[config.mk]
export PLATFORM = sky130hd
export DESIGN_NAME = uart_rx_frame
export DESIGN_NICKNAME = d
export VERILOG_FILES = /design/src/rtl/uart_rx_frame_pkg.sv /design/src/rtl/uart_rx_sampler.sv /design/src/rtl/uart_rx_frame.sv
export SDC_FILE = /design/constraint.sdc
export NUM_CORES = 1
export LEC_CHECK = 0
export BUFFER_PORTS_ARGS = -buffer_cell sky130_fd_sc_hd__buf_2
export CORE_MARGIN = 3
export CORE_UTILIZATION = 33
export CTS_BUF_LIST = sky130_fd_sc_hd__clkbuf_2 sky130_fd_sc_hd__clkbuf_4 sky130_fd_sc_hd__clkbuf_8
export CTS_CLUSTER_SIZE = 30
export DETAILED_ROUTE_END_ITERATION = 6
export GPL_TIMING_DRIVEN = 0
export PLACE_DENSITY_LB_ADDON = 0.12
export RECOVER_POWER = 100
export SKIP_LAST_GASP = 1
export SYNTH_ARGS = -nofsm -noshare
export SYNTH_HDL_FRONTEND = slang
export SYNTH_HIERARCHICAL = 1
export SYNTH_SLANG_ARGS = --single-unit
[constraint.sdc]
create_clock -name CLK -period 3.15 [get_ports CLK]
set_input_delay 0.315 -clock CLK [delete_from_list [all_inputs] [get_ports CLK]]
set_output_delay 0.315 -clock CLK [all_outputs]
set_load 0.005 [all_outputs]
[src/rtl/uart_rx_frame_pkg.sv]
// Shared UART receive definitions: FSM encoding and parity-type constants.
package uart_rx_frame_pkg;

  localparam logic [2:0] ST_IDLE   = 3'd0;
  localparam logic [2:0] ST_START  = 3'd1;
  localparam logic [2:0] ST_DATA   = 3'd2;
  localparam logic [2:0] ST_PARITY = 3'd3;
  localparam logic [2:0] ST_STOP   = 3'd4;
  localparam logic [2:0] ST_DONE   = 3'd5;

  localparam logic PAR_EVEN = 1'b0;
  localparam logic PAR_ODD  = 1'b1;

  typedef enum logic [2:0] {
    IDLE   = ST_IDLE,
    START  = ST_START,
    DATA   = ST_DATA,
    PARITY = ST_PARITY,
    STOP   = ST_STOP,
    DONE   = ST_DONE
  } rx_state_t;

  function automatic logic par_bit(
    input logic [7:0] d,
    input logic       typ
  );
    return (typ == PAR_ODD) ? ~^d : ^d;
  endfunction

endpackage

[src/rtl/uart_rx_sampler.sv]
// Per-bit edge/bit counters and 3-sample mid-bit majority vote.
module uart_rx_sampler #(
  parameter int PRESC_W = 6,
  parameter int BW      = 4
) (
  input  logic               clk,
  input  logic               rst_n,
  input  logic               start,
  input  logic               run,
  input  logic [PRESC_W-1:0] prescale,
  input  logic               rx,
  output logic               sampled_bit,
  output logic               sample_valid,
  output logic               bit_end,
  output logic [BW-1:0]      bit_cnt
);

  localparam logic [PRESC_W-1:0] ONE = PRESC_W'(1);
  localparam logic [PRESC_W-1:0] TWO = PRESC_W'(2);

  logic [PRESC_W-1:0] edge_cnt;
  logic [PRESC_W-1:0] half;
  logic [PRESC_W-1:0] last;
  logic [2:0]         smp;

  assign half = prescale >> 1;
  assign last = prescale - ONE;

  // start marks the detect cycle as edge 0, so counting resumes at 1
  always_ff @(posedge clk or negedge rst_n) begin
    if (!rst_n) begin
      edge_cnt <= '0;
      bit_cnt  <= '0;
      smp      <= 3'b111;
    end else if (start) begin
      edge_cnt <= ONE;
      bit_cnt  <= '0;
    end else if (run) begin
      if (edge_cnt == last) begin
        edge_cnt <= '0;
        bit_cnt  <= bit_cnt + 1'b1;
      end else begin
        edge_cnt <= edge_cnt + ONE;
      end
      if (edge_cnt == half - ONE) smp[0] <= rx;
      if (edge_cnt == half)       smp[1] <= rx;
      if (edge_cnt == half + ONE) smp[2] <= rx;
    end else begin
      edge_cnt <= '0;
      bit_cnt  <= '0;
    end
  end

  assign sampled_bit  = (smp[0] & smp[1]) |
                        (smp[0] & smp[2]) |
                        (smp[1] & smp[2]);
  assign sample_valid = run && (edge_cnt == half + TWO);
  assign bit_end      = run && (edge_cnt == last);

endmodule

[src/rtl/uart_rx_frame.sv]
// UART frame receiver: FSM, deserializer, parity/stop checks, output regs.
module uart_rx_frame
  import uart_rx_frame_pkg::*;
#(
  parameter int DATA_WIDTH = 8,
  parameter int PRESC_W    = 6
) (
  input  logic                  CLK,
  input  logic                  RST,
  input  logic                  RX_IN,
  input  logic [PRESC_W-1:0]    PRESCALE,
  input  logic                  PAR_EN,
  input  logic                  PAR_TYP,
  output logic [DATA_WIDTH-1:0] P_DATA,
  output logic                  DATA_VALID,
  output logic                  PAR_ERR,
  output logic                  STP_ERR
);

  localparam int BW = $clog2(DATA_WIDTH + 3);

  rx_state_t state, nxt;

  logic [PRESC_W-1:0]    presc_q;
  logic                  par_en_q;
  logic                  par_typ_q;
  logic [DATA_WIDTH-1:0] shreg;
  logic                  wait_hi;
  logic                  start;
  logic                  run;
  logic                  sbit;
  logic                  svalid;
  logic                  bend;
  logic [BW-1:0]         bit_cnt;
  logic                  par_exp;

  assign run = (state == START) || (state == DATA) ||
               (state == PARITY) || (state == STOP);

  assign par_exp = (par_typ_q == PAR_ODD) ? ~^shreg : ^shreg;

  uart_rx_sampler #(
    .PRESC_W (PRESC_W),
    .BW      (BW)
  ) u_sampler (
    .clk          (CLK),
    .rst_n        (RST),
    .start        (start),
    .run          (run),
    .prescale     (presc_q),
    .rx           (RX_IN),
    .sampled_bit  (sbit),
    .sample_valid (svalid),
    .bit_end      (bend),
    .bit_cnt      (bit_cnt)
  );

  always_ff @(posedge CLK or negedge RST) begin
    if (!RST) state <= IDLE;
    else      state <= nxt;
  end

  // a line stuck low after a stop error must go high before re-arming
  always_comb begin
    nxt   = state;
    start = 1'b0;
    unique case (state)
      IDLE: begin
        if (!RX_IN && !wait_hi) begin
          nxt   = START;
          start = 1'b1;
        end
      end
      START: begin
        if (bend) nxt = sbit ? IDLE : DATA;
      end
      DATA: begin
        if (bend && bit_cnt == BW'(DATA_WIDTH))
          nxt = par_en_q ? PARITY : STOP;
      end
      PARITY: begin
        if (bend) nxt = STOP;
      end
      STOP: begin
        if (svalid) nxt = DONE;
      end
      DONE: begin
        if (!RX_IN && !STP_ERR) begin
          nxt   = START;
          start = 1'b1;
        end else begin
          nxt = IDLE;
        end
      end
      default: nxt = IDLE;
    endcase
  end

  always_ff @(posedge CLK or negedge RST) begin
    if (!RST) begin
      presc_q    <= '0;
      par_en_q   <= 1'b0;
      par_typ_q  <= PAR_EVEN;
      shreg      <= '0;
      wait_hi    <= 1'b0;
      P_DATA     <= '0;
      DATA_VALID <= 1'b0;
      PAR_ERR    <= 1'b0;
      STP_ERR    <= 1'b0;
    end else begin
      DATA_VALID <= 1'b0;
      if (RX_IN)
        wait_hi <= 1'b0;
      else if (state == DONE && STP_ERR)
        wait_hi <= 1'b1;
      if (start) begin
        presc_q   <= PRESCALE;
        par_en_q  <= PAR_EN;
        par_typ_q <= PAR_TYP;
        PAR_ERR   <= 1'b0;
        STP_ERR   <= 1'b0;
      end
      if (state == DATA && svalid)
        shreg <= {sbit, shreg[DATA_WIDTH-1:1]};
      if (state == PARITY && svalid)
        PAR_ERR <= (sbit != par_exp);
      if (state == STOP && svalid)
        STP_ERR <= ~sbit;
      if (state == DONE && !PAR_ERR && !STP_ERR) begin
        P_DATA     <= shreg;
        DATA_VALID <= 1'b1;
      end
    end
  end

endmodule

==> flow_metrics.env, run 1 <==
export IMPL_numCtsBuffers=5
export IMPL_crit_path_end_kind="flop"
export IMPL_h_tree_depth=2
export IMPL_cts_tree="yes"
export IMPL_antenna_found_initial=0
export IMPL_slew_headroom=-0.639
export IMPL_dpl_cell_count=375
export IMPL_worst_ep_arrival_time_ns=3.20
export IMPL_areaGrowthSynthToFinish_pct=12.3
export IMPL_critical_path_top_delay_family="simple AND/OR/NAND/NOR gates"
export IMPL_cp_slowest_cell="dfrtp_2"
export IMPL_status="finished, violations left"
export IMPL_viasPerCell=4.97
export IMPL_rsz0062_at_grt="no"
export IMPL_critical_path_class="reg2reg"
export IMPL_fp_row_count=32
export IMPL_drv_slew=55
export IMPL_ys_seq_area_frac=0.412
export IMPL_fmax_ghz=0.338
export IMPL_crit_fanout=8
export IMPL_nNetsFinal=302
export IMPL_yosys_area_share_simple=0.158
export IMPL_synth_common_cells="dfrtp_1, mux2_2, xnor2_1, nor2_1, nand2_1"
export IMPL_track_usage=0.140
export IMPL_min_delay_start="PRESCALE[0]"
export IMPL_final_util=0.386
export IMPL_seq_area_um2=1110
export IMPL_clock_sinks=44
export IMPL_design_area_um2=3010
export IMPL_crit_required_ns=3.39
export IMPL_hold_buffers=0
export IMPL_ys_types=54
export IMPL_synth_area_leaders="dfrtp_1, mux2_2, xnor2_1, ha_1, dfstp_2"
export IMPL_fin_crit_ns=2.96
export IMPL_drv_cap=2
export IMPL_postSynthAreaPerCell_um2=10.6
export IMPL_violations="max-capacitance violations, max-slew violations"
export IMPL_ys_flop_type="dfrtp_1"
export IMPL_hold_path_class="in2reg"
export IMPL_startpoint="presc_q[2]"
export IMPL_dp_hpwl_um=4010
export IMPL_die_area_um2=9250
export IMPL_synth_most_common_cell="dfrtp_1"
export IMPL_hold_viol=0
export IMPL_synth_area_um2=2680
export IMPL_p_per_area_nw_per_um2=868
export IMPL_tightest_slew_ns=2.46
export IMPL_drt_wl_total_um=5830
export IMPL_synth_top_cell_area_share=0.382
export IMPL_path_depth=10
export IMPL_p_leak_nw=1.30
export IMPL_synth_fa_ha_area_frac=0.0457
export IMPL_grt_max_degree=45
export IMPL_synth_xor_area_frac=0.110
export IMPL_first_pass_iters=6
export IMPL_synth_top_family_by_area="simple AND/OR/NAND/NOR gates"
export IMPL_core_area_um2=7810
export IMPL_layout_drive_gt1_share=0.223
export IMPL_finalSetupTns_ns=0
export IMPL_ios=22
export IMPL_clock_latency_ns=0.30
export IMPL_synth_edf_count=0
export IMPL_cp_slowest_stage_delay_ns=0.49
export IMPL_async_flop_share=1.00
export IMPL_synth_top_area_cell="dfrtp_1"
export IMPL_gp_congestion=0.850
export IMPL_ant_nets=0
export IMPL_grt_overflow=0
export IMPL_io_buffers=21
export IMPL_fp_dieH_um=96.2
export IMPL_num_vias=1914
export IMPL_cts_root_buf="clkbuf_8"
export IMPL_reg2reg_depth=10
export IMPL_remaining_drc_errors=0
export IMPL_r2r_end="state[0]"
export IMPL_nFillCells=799
export IMPL_final_cells=385
export IMPL_ir_drop_mv=0.240
export IMPL_fin_crit_sh=0.938
export IMPL_synth_area_mux_share=0.125
export IMPL_grt_pass1_vias=1976
export IMPL_die_w_um=96.2
export IMPL_drt_iter0_drc=52
export IMPL_crit_chain="inv_2 -> ha_2 -> or3b_1 -> or3_1 -> a2111o_1 -> nor2_4 -> and2_2 -> nand2_1 -> o32ai_1 -> o32a_1"
export IMPL_ys_ff_latch=44
export IMPL_place_area_um2=2920
export IMPL_initial_utilization=0.344
export IMPL_synth_nets=272
export IMPL_worst_path_buf_inv=1
export IMPL_cts_clk_slew_worst_paths_ns=0.09
export IMPL_n_antenna_cell=0
export IMPL_wire_per_inst_um=15.1
export IMPL_clock_path_buffers=2
export IMPL_grt_pass1_wl_um=10000
export IMPL_cp_start_kind="flop"
export IMPL_skew_ns=0.00531
export IMPL_r2r_start="presc_q[2]"
export IMPL_setup_viol_count_final=0
export IMPL_yosysWarnings=6
export IMPL_multi_input_area_um2=1460
export IMPL_synth_compound_area_frac=0.110
export IMPL_worstSetupEndpoint="state[0]"
export IMPL_postSynthCellCount=252
export IMPL_regToRegSetupSlack_ns=0.19
metal layers:
layer  track usage  vias to the layer above  share of wire  routed length (um)
met4        0.0320                        0         0.0081                  47
met5             0                        -              0                   0
met3        0.0266                        5          0.026                 149
li1              -                      957              -                   -
met1         0.197                      928           0.52                3010
met2         0.222                       24           0.45                2620
power by group:
group          internal (mW)  switching (mW)  total, mW  leakage, nW
Combinational          0.592           0.755       1.35        0.670
Sequential             0.700           0.113      0.813        0.576
Clock                  0.239           0.218      0.457       0.0548
metrics by stage:
stage | hold WS, ns | setup slack [ns] | power [mW]
5_1_grt | 0.238 | 0.0494 | 2.84
4_1_cts | 0.225 | 0.0457 | 2.67
2_1_floorplan | 0.0194 | 0.156 | 1.86
6_report | 0.241 | 0.195 | 2.62
3_5_place_dp | 0.490 | -0.320 | 2.16
3_3_place_gp | 0.489 | -0.360 | 2.16
layout by cell type, fill, tap and decap left out, drive strengths merged, types with 2 or more instances in the layout:
cell    count
nor4b       2
dfrtp      41
nand2      11
nor2       14
mux2       28
nand3       7
a22o        2
and2        2
clkbuf     24
a21boi      2
a31oi       2
nor3        6
buf        17
nor4        3
a21oi      10
or4         2
nand2b      7
and3        3
dfstp       3
xnor2      22
mux2i       2
o21bai      3
nor3b       5
nand4       2
or3b        2
o311ai      2
inv         9
nor2b       3
xor2        9
o21ai       9
ha          9
area by class of cell:
| type | instances | share of cell area |
|---|---|---|
| Buffer | 13 | 0.0228 |
| Sequential cell | 44 | 0.367 |
| Multi-Input combinational cell | 187 | 0.486 |
| Clock inverter | 3 | 0.0154 |
| Inverter | 8 | 0.00997 |
| Clock buffer | 5 | 0.0228 |
| Tap cell | 102 | 0.0424 |
| Timing Repair Buffer | 23 | 0.0336 |
cell families after synthesis:
family          Yosys count
simple gates             73
flops                    44
compound gates           42
xor+xnor                 32
mux                      30
buf+inv                  21
fa+ha+maj                10
worst min-delay path by stage:
stage	to	slack, ns	cells past startpoint
after detailed placement	P_DATA[6]	0.49	1
after global placement	presc_q[5]	0.49	1
after global routing	par_typ_q	0.24	2
after CTS	presc_q[4]	0.23	1
after floorplan	DATA_VALID	0.02	0
final	presc_q[0]	0.24	2
state kept, by name, summed over array words and instances (netlist names), 3 cells and up:
name	flops
u_sampler/edge_cnt	6
u_sampler/smp	3
u_sampler/bit_cnt	4
presc_q	6
shreg	8
P_DATA	8
state	3
repair_timing:
item                       4_1_cts  5_1_grt
resized for setup                2        4
setup buffers                    2        0
pin swaps                        2        0
setup endpoints to repair        3        1
No activity file was read; power rests on OpenSTA's default activity.
==> inputs of run 2 (changes only) <==
- ABC_AREA: unset -> 1
- CAP_MARGIN: unset -> 20
==> run 2 against run 1 <==
Compared with the run above:
- the flow still finishes with violations (max-capacitance violations, max-slew violations)
- global-route usage down 0.24 points
- critical path depth unchanged
- design area up 5.1%
- core utilization down 0.81 points
- via count up 27%
- critical endpoint is now shreg[1]
- sequential share of layout area down 1.8 points
- cell count up 36%
- fmax up 12%
==> flow_metrics.env, run 2 <==
export IMPL_status="finished, violations left"
export IMPL_violations="max-capacitance violations, max-slew violations"
export IMPL_crit_path_end_kind="flop"
export IMPL_fp_row_count=33
export IMPL_cp_slowest_cell="dfrtp_1"
export IMPL_postSynthCellCount=385
export IMPL_yosysWarnings=6
export IMPL_synth_top_cell_area_share=0.354
export IMPL_gp_congestion=0.807
export IMPL_drv_slew=40
export IMPL_viasPerCell=4.65
export IMPL_core_area_um2=8380
export IMPL_r2r_start="state[0]"
export IMPL_fp_dieH_um=99.8
export IMPL_reg_top3="P_DATA (8), shreg (8)"
export IMPL_critical_path_top_delay_family="simple AND/OR/NAND/NOR gates"
export IMPL_ctsResizeCount=0
export IMPL_worst_ep_arrival_time_ns=2.85
export IMPL_grt_overflow=0
export IMPL_ys_ff_latch=44
export IMPL_die_w_um=99.8
export IMPL_final_common_cell="nand2_1"
export IMPL_drt_wl_total_um=6370
export IMPL_num_vias=2428
export IMPL_holdPathStages=3
export IMPL_finalSetupTns_ns=0
export IMPL_die_area_um2=9950
export IMPL_final_cell_mix="nand2_1, inv_1, dfrtp_1"
export IMPL_ios=22
export IMPL_p_per_area_nw_per_um2=916
export IMPL_crit_chain="nor2_1 -> xor2_1 -> inv_1 -> a21oi_1 -> nand4_1 -> nor4_1 -> buf_2 -> nand2_1 -> buf_6 -> o21ai_0"
export IMPL_clock_sinks=44
export IMPL_layout_drive_gt1_share=0.144
export IMPL_tightest_slew_ns=1.79
export IMPL_first_pass_iters=4
export IMPL_synth_common_cells="nand2_1, inv_1, dfrtp_1, nand3_1, nor2_1"
export IMPL_track_usage=0.138
export IMPL_nNetsFinal=436
export IMPL_synth_most_common_cell="nand2_1"
export IMPL_remaining_drc_errors=0
export IMPL_cp_start_kind="flop"
export IMPL_cp_slowest_stage_delay_ns=0.45
export IMPL_synth_area_um2=2900
export IMPL_ys_types=36
export IMPL_grt_pass1_vias=2301
export IMPL_min_delay_start="PRESCALE[4]"
export IMPL_io_buffers=21
export IMPL_skew_ns=0.00826
export IMPL_ys_seq_area_frac=0.381
export IMPL_cts_clk_slew_worst_paths_ns=0.08
export IMPL_hold_path_class="in2reg"
export IMPL_dp_hpwl_um=4830
export IMPL_n_antenna_cell=0
export IMPL_rsz0062_at_grt="no"
export IMPL_grt_pass1_wl_um=11100
export IMPL_synth_edf_count=0
export IMPL_reg2reg_depth=10
export IMPL_fin_crit_sh=0.838
export IMPL_areaGrowthSynthToFinish_pct=9.19
export IMPL_cts_tree="yes"
export IMPL_worst_path_buf_inv=3
export IMPL_whs_endpoint="presc_q[4]"
export IMPL_numCtsBuffers=5
export IMPL_slew_headroom=-0.194
export IMPL_postSynthAreaPerCell_um2=7.53
export IMPL_initial_utilization=0.346
export IMPL_critical_path_class="reg2reg"
export IMPL_clock_latency_ns=0.29
export IMPL_synth_area_leaders="dfrtp_1, nand2_1, inv_1, nand3_1, ha_1"
export IMPL_synth_top_area_cell="dfrtp_1"
export IMPL_antenna_found_initial=0
export IMPL_synth_nets=405
export IMPL_ir_drop_mv=0.279
export IMPL_cts_root_buf="clkbuf_8"
export IMPL_power_total_mw=2.90
export IMPL_drt_iter0_drc=96
export IMPL_crit_required_ns=3.36
export IMPL_wire_per_inst_um=12.2
export IMPL_fmax_ghz=0.379
export IMPL_post_cts_buffers=0
export IMPL_ys_flop_type="dfrtp_1"
export IMPL_h_tree_depth=2
export IMPL_regToRegSetupSlack_ns=0.51
export IMPL_grt_max_degree=45
export IMPL_ant_nets=0
export IMPL_nFillCells=886
export IMPL_setup_viol_count_final=0
export IMPL_drv_cap=1
export IMPL_fin_crit_ns=2.64
export IMPL_async_flop_share=1.00
export IMPL_clock_path_buffers=2
export IMPL_hold_viol=0
export IMPL_crit_fanout=10
export IMPL_p_leak_nw=1.63
export IMPL_r2r_end="shreg[1]"
==> run 2: changes by cell type in the layout (fill, tap and decap cells not counted), sizes merged, moves of 5 or more <==
cell	previous run	this run
mux2	28	0
nand2b	7	0
o21ai	9	26
clkbuf	24	11
nand3	7	28
nand2	11	142
nor2	14	29
xnor2	22	7
buf	17	24
nor3b	5	0
inv	9	53
==> run 2: how the worst max path moves through the flow <==
stage,cells after the start,to,slack [ns],from
finish,10,shreg[1],0.51,state[0]
global route,10,shreg[2],0.18,state[0]
global placement,10,state[2],0.06,state[0]
CTS,11,state[1],0.06,state[0]
floorplan,11,state[1],0.74,state[0]
detailed placement,11,state[1],0.08,state[0]
==> run 2: per-stage QoR <==
step                instance area, um2  worst slack [ns]  instances  hold slack (ns)  utilization
finish                            3170             0.510        522            0.212        0.378
global route                      3170             0.184        522            0.217        0.378
CTS                               3250            0.0572        519            0.210        0.388
detailed placement                3140            0.0765        511            0.457        0.374
global placement                  3140            0.0585        511            0.453        0.374
floorplan                         2900             0.736        385           0.0194            -
==> run 2: power breakdown <==
| group | switching, mW | internal [mW] | leakage (nW) | total, mW |
|---|---|---|---|---|
| clock network | 0.193 | 0.244 | 0.0586 | 0.437 |
| registers | 0.161 | 0.718 | 0.581 | 0.879 |
| logic | 1.04 | 0.549 | 0.994 | 1.59 |
| total | 1.39 | 1.51 | 1.63 | 2.90 |
==> run 2: what timing repair did <==
action,4_1_cts,5_1_grt
setup endpoints to repair,0,0
endpoints found under the hold margin,0,4
hold buffers,0,1
==> run 2: metal layers <==
layer	vias up	wire length, um	GRT usage
met5	-	0	0
met4	0	40	0.0221
met3	4	208	0.0281
met2	27	2810	0.218
met1	1137	3310	0.197
li1	1260	-	-
==> run 2: tightest hold or removal path: cells and delay by family <==
kind	cells	cell delay, ns
buffers and inverters	1	0.07
and+or+nand+nor	2	0.08
==> run 2: final cells by class <==
class	instances	area [um2]	share of cell area
Multi-Input combinational cell	281	1450	0.456
Clock buffer	6	76.3	0.0241
Tap cell	105	131	0.0415
Timing Repair Buffer	24	128	0.0403
Inverter	53	206	0.0652
Sequential cell	44	1100	0.349
Clock inverter	2	35.0	0.0111
Buffer	7	40.0	0.0126
==> run 2: cells by family after synthesis <==
logic type | share of synthesized area
AO/OA/AOI/OAI | 0.0794
XOR/XNOR | 0.0574
adder cells (fa/ha/maj) | 0.0423
buffers and inverters | 0.0876
flip-flops | 0.381
AND/OR/NAND/NOR | 0.352
==> inputs of run 3 (changes only) <==
- ABC_AREA: 1 -> 0
- clock period: 3.15 -> 2.35 ns (I/O delays scaled with it)
==> run 3 against run 2 <==
Compared with the run above:
- the flow finishes with violations (negative setup slack)
- via count shrank 16%
- die area shrank 7.1%
- setup slack lost 0.83 ns
- critical path depth shrank 1
- fmax shrank 1.1%
- clock power grew 38%
==> flow_metrics.env, run 3 (same netlist as run 1, synthesis figures left out) <==
export IMPL_status="finished, violations left"
export IMPL_violations="negative setup slack"
export IMPL_drv_slew=0
export IMPL_h_tree_depth=2
export IMPL_remaining_drc_errors=0
export IMPL_crit_path_end_kind="flop"
export IMPL_clock_latency_ns=0.29
export IMPL_final_util=0.429
export IMPL_worst_ep_arrival_time_ns=2.89
export IMPL_p_per_area_nw_per_um2=1190
export IMPL_skew_ns=0.00967
export IMPL_fmax_ghz=0.374
export IMPL_seqPwrFrac=0.271
export IMPL_hold_viol=0
export IMPL_slew_headroom=0.302
export IMPL_wire_per_inst_um=15.4
export IMPL_die_area_um2=9250
export IMPL_nNetsFinal=320
export IMPL_fin_ws_ns=-0.321
export IMPL_grt_max_degree=45
export IMPL_fin_crit_ns=2.67
export IMPL_final_common_cell="dfrtp_1"
export IMPL_cp_slowest_cell="a2111o_1"
export IMPL_cts_tree="yes"
export IMPL_grt_pass1_wl_um=10200
export IMPL_drt_iter0_drc=32
export IMPL_antenna_found_initial=0
export IMPL_p_leak_nw=1.45
export IMPL_ant_nets=0
export IMPL_nFillCells=752
export IMPL_fp_dieH_um=96.2
export IMPL_p_comb_frac=0.578
export IMPL_crit_required_ns=2.57
export IMPL_clock_power_share=0.151
export IMPL_ios=22
export IMPL_fp_row_count=32
export IMPL_num_vias=2034
export IMPL_crit_fanout=5
export IMPL_cp_slowest_stage_delay_ns=0.45
export IMPL_setup_viol_count_final=22
export IMPL_drv_cap=0
export IMPL_areaGrowthSynthToFinish_pct=24.8
export IMPL_drt_wl_total_um=6190
export IMPL_clock_sinks=44
export IMPL_viasPerCell=5.05
export IMPL_io_buffers=21
export IMPL_ir_drop_mv=0.392
export IMPL_grt_pass1_vias=2057
export IMPL_hold_path_class="in2reg"
export IMPL_die_w_um=96.2
export IMPL_reg_top3="P_DATA (8), shreg (8)"
export IMPL_finalSetupTns_ns=-3.18
export IMPL_track_usage=0.140
export IMPL_n_antenna_cell=0
export IMPL_p_int_mw=2.35
export IMPL_power_total_mw=3.98
export IMPL_cp_start_kind="flop"
export IMPL_layout_drive_gt1_share=0.352
export IMPL_rsz0062_at_grt="yes"
export IMPL_swShare=0.409
export IMPL_cts_clk_slew_worst_paths_ns=0.09
export IMPL_crit_chain="inv_4 -> ha_4 -> or3b_4 -> or3_1 -> a2111o_1 -> buf_4 -> buf_6 -> or4_1 -> a21oi_1"
export IMPL_fin_crit_sh=1.14
export IMPL_final_cell_mix="dfrtp_1, xnor2_1, mux2_2"
export IMPL_clock_path_buffers=2
export IMPL_power_switching_mw=1.63
export IMPL_critical_path_class="reg2reg"
export IMPL_grt_overflow=0
export IMPL_initial_utilization=0.344
export IMPL_tightest_slew_ns=1.04
export IMPL_numCtsBuffers=5
export IMPL_dp_hpwl_um=4080
export IMPL_core_area_um2=7810
export IMPL_cts_root_buf="clkbuf_8"
export IMPL_first_pass_iters=4
export IMPL_gp_congestion=0.806
-- run 3: changes by cell type in the layout (fill, tap and decap cells not counted), sizes merged, moves of 15 or more --
cell / delta
mux2: +28
nand3: -21
inv: -44
o21ai: -17
nor2: -15
nand2: -131
xnor2: +15
-- run 3: per-stage QoR --
stage               hold WS, ns  area, um2  std cells  worst slack (ns)
detailed placement        0.467       2940        375            -0.742
global placement          0.467       2940        375            -0.700
global route              0.153       3350        403            -0.428
finish                    0.166       3350        403            -0.321
CTS                       0.146       3220        394            -0.385
floorplan               -0.0606       2710        252            -0.323
-- run 3: path summary, 6_finish.rpt --
kind	startpoint	end	slack, ns	cells past startpoint
setup reg to reg	presc_q[2]	u_sampler/bit_cnt[3]	-0.32	9
hold reg to reg	P_DATA[1]	P_DATA[1]	0.51	1
setup / recovery	presc_q[2]	u_sampler/bit_cnt[3]	-0.32	9
hold / removal	PRESCALE[2]	presc_q[2]	0.17	2
max in group asynchronous	RST	presc_q[1]	0.54	3
min in group asynchronous	RST	presc_q[4]	0.53	2
-- run 3: routing by layer --
metal  vias to the layer above  part of all wire  GRT usage  wire length, um
li1                        998                 -          -                -
met1                       985              0.48      0.185             2940
met2                        41              0.47      0.229             2890
met3                        10             0.040     0.0321              250
met4                         0             0.017     0.0391              108
met5                         -                 0          0                0
-- run 3: what timing repair did --
item | 4_1_cts | 5_1_grt
pin swaps | 11 | 13
gates resized for setup | 19 | 33
endpoints found under the setup margin | 25 | 24
setup buffers | 12 | 9
endpoints found under the hold margin | 0 | 13
gates cloned | 0 | 1
hold buffers | 0 | 1
-- run 3: layout make-up --
type / count / area [um2] / share of cell area
Clock buffer: 5 / 68.8 / 0.0206
Sequential cell: 44 / 1110 / 0.331
Clock inverter: 3 / 46.3 / 0.0138
Tap cell: 102 / 128 / 0.0381
Inverter: 8 / 37.5 / 0.0112
Multi-Input combinational cell: 187 / 1610 / 0.481
Timing Repair Buffer: 43 / 278 / 0.0830
Buffer: 11 / 71.3 / 0.0213
-- run 3: critical path: cells and delay by family (launching register included) --
family | cells | cell delay (ns)
simple gates | 3 | 1.10
compound gates | 2 | 0.58
flops | 1 | 0.44
buf+inv | 3 | 0.35
fa+ha+maj | 1 | 0.12
-- run 3: power by group through the flow --
stage	sequential (mW)	combinational (mW)	clock (mW)
2_1_floorplan	1.07	1.47	0
3_3_place_gp	1.11	1.82	0
3_5_place_dp	1.11	1.84	0
4_1_cts	1.09	2.08	0.626
5_1_grt	1.11	2.54	0.662
6_report	1.08	2.30	0.601
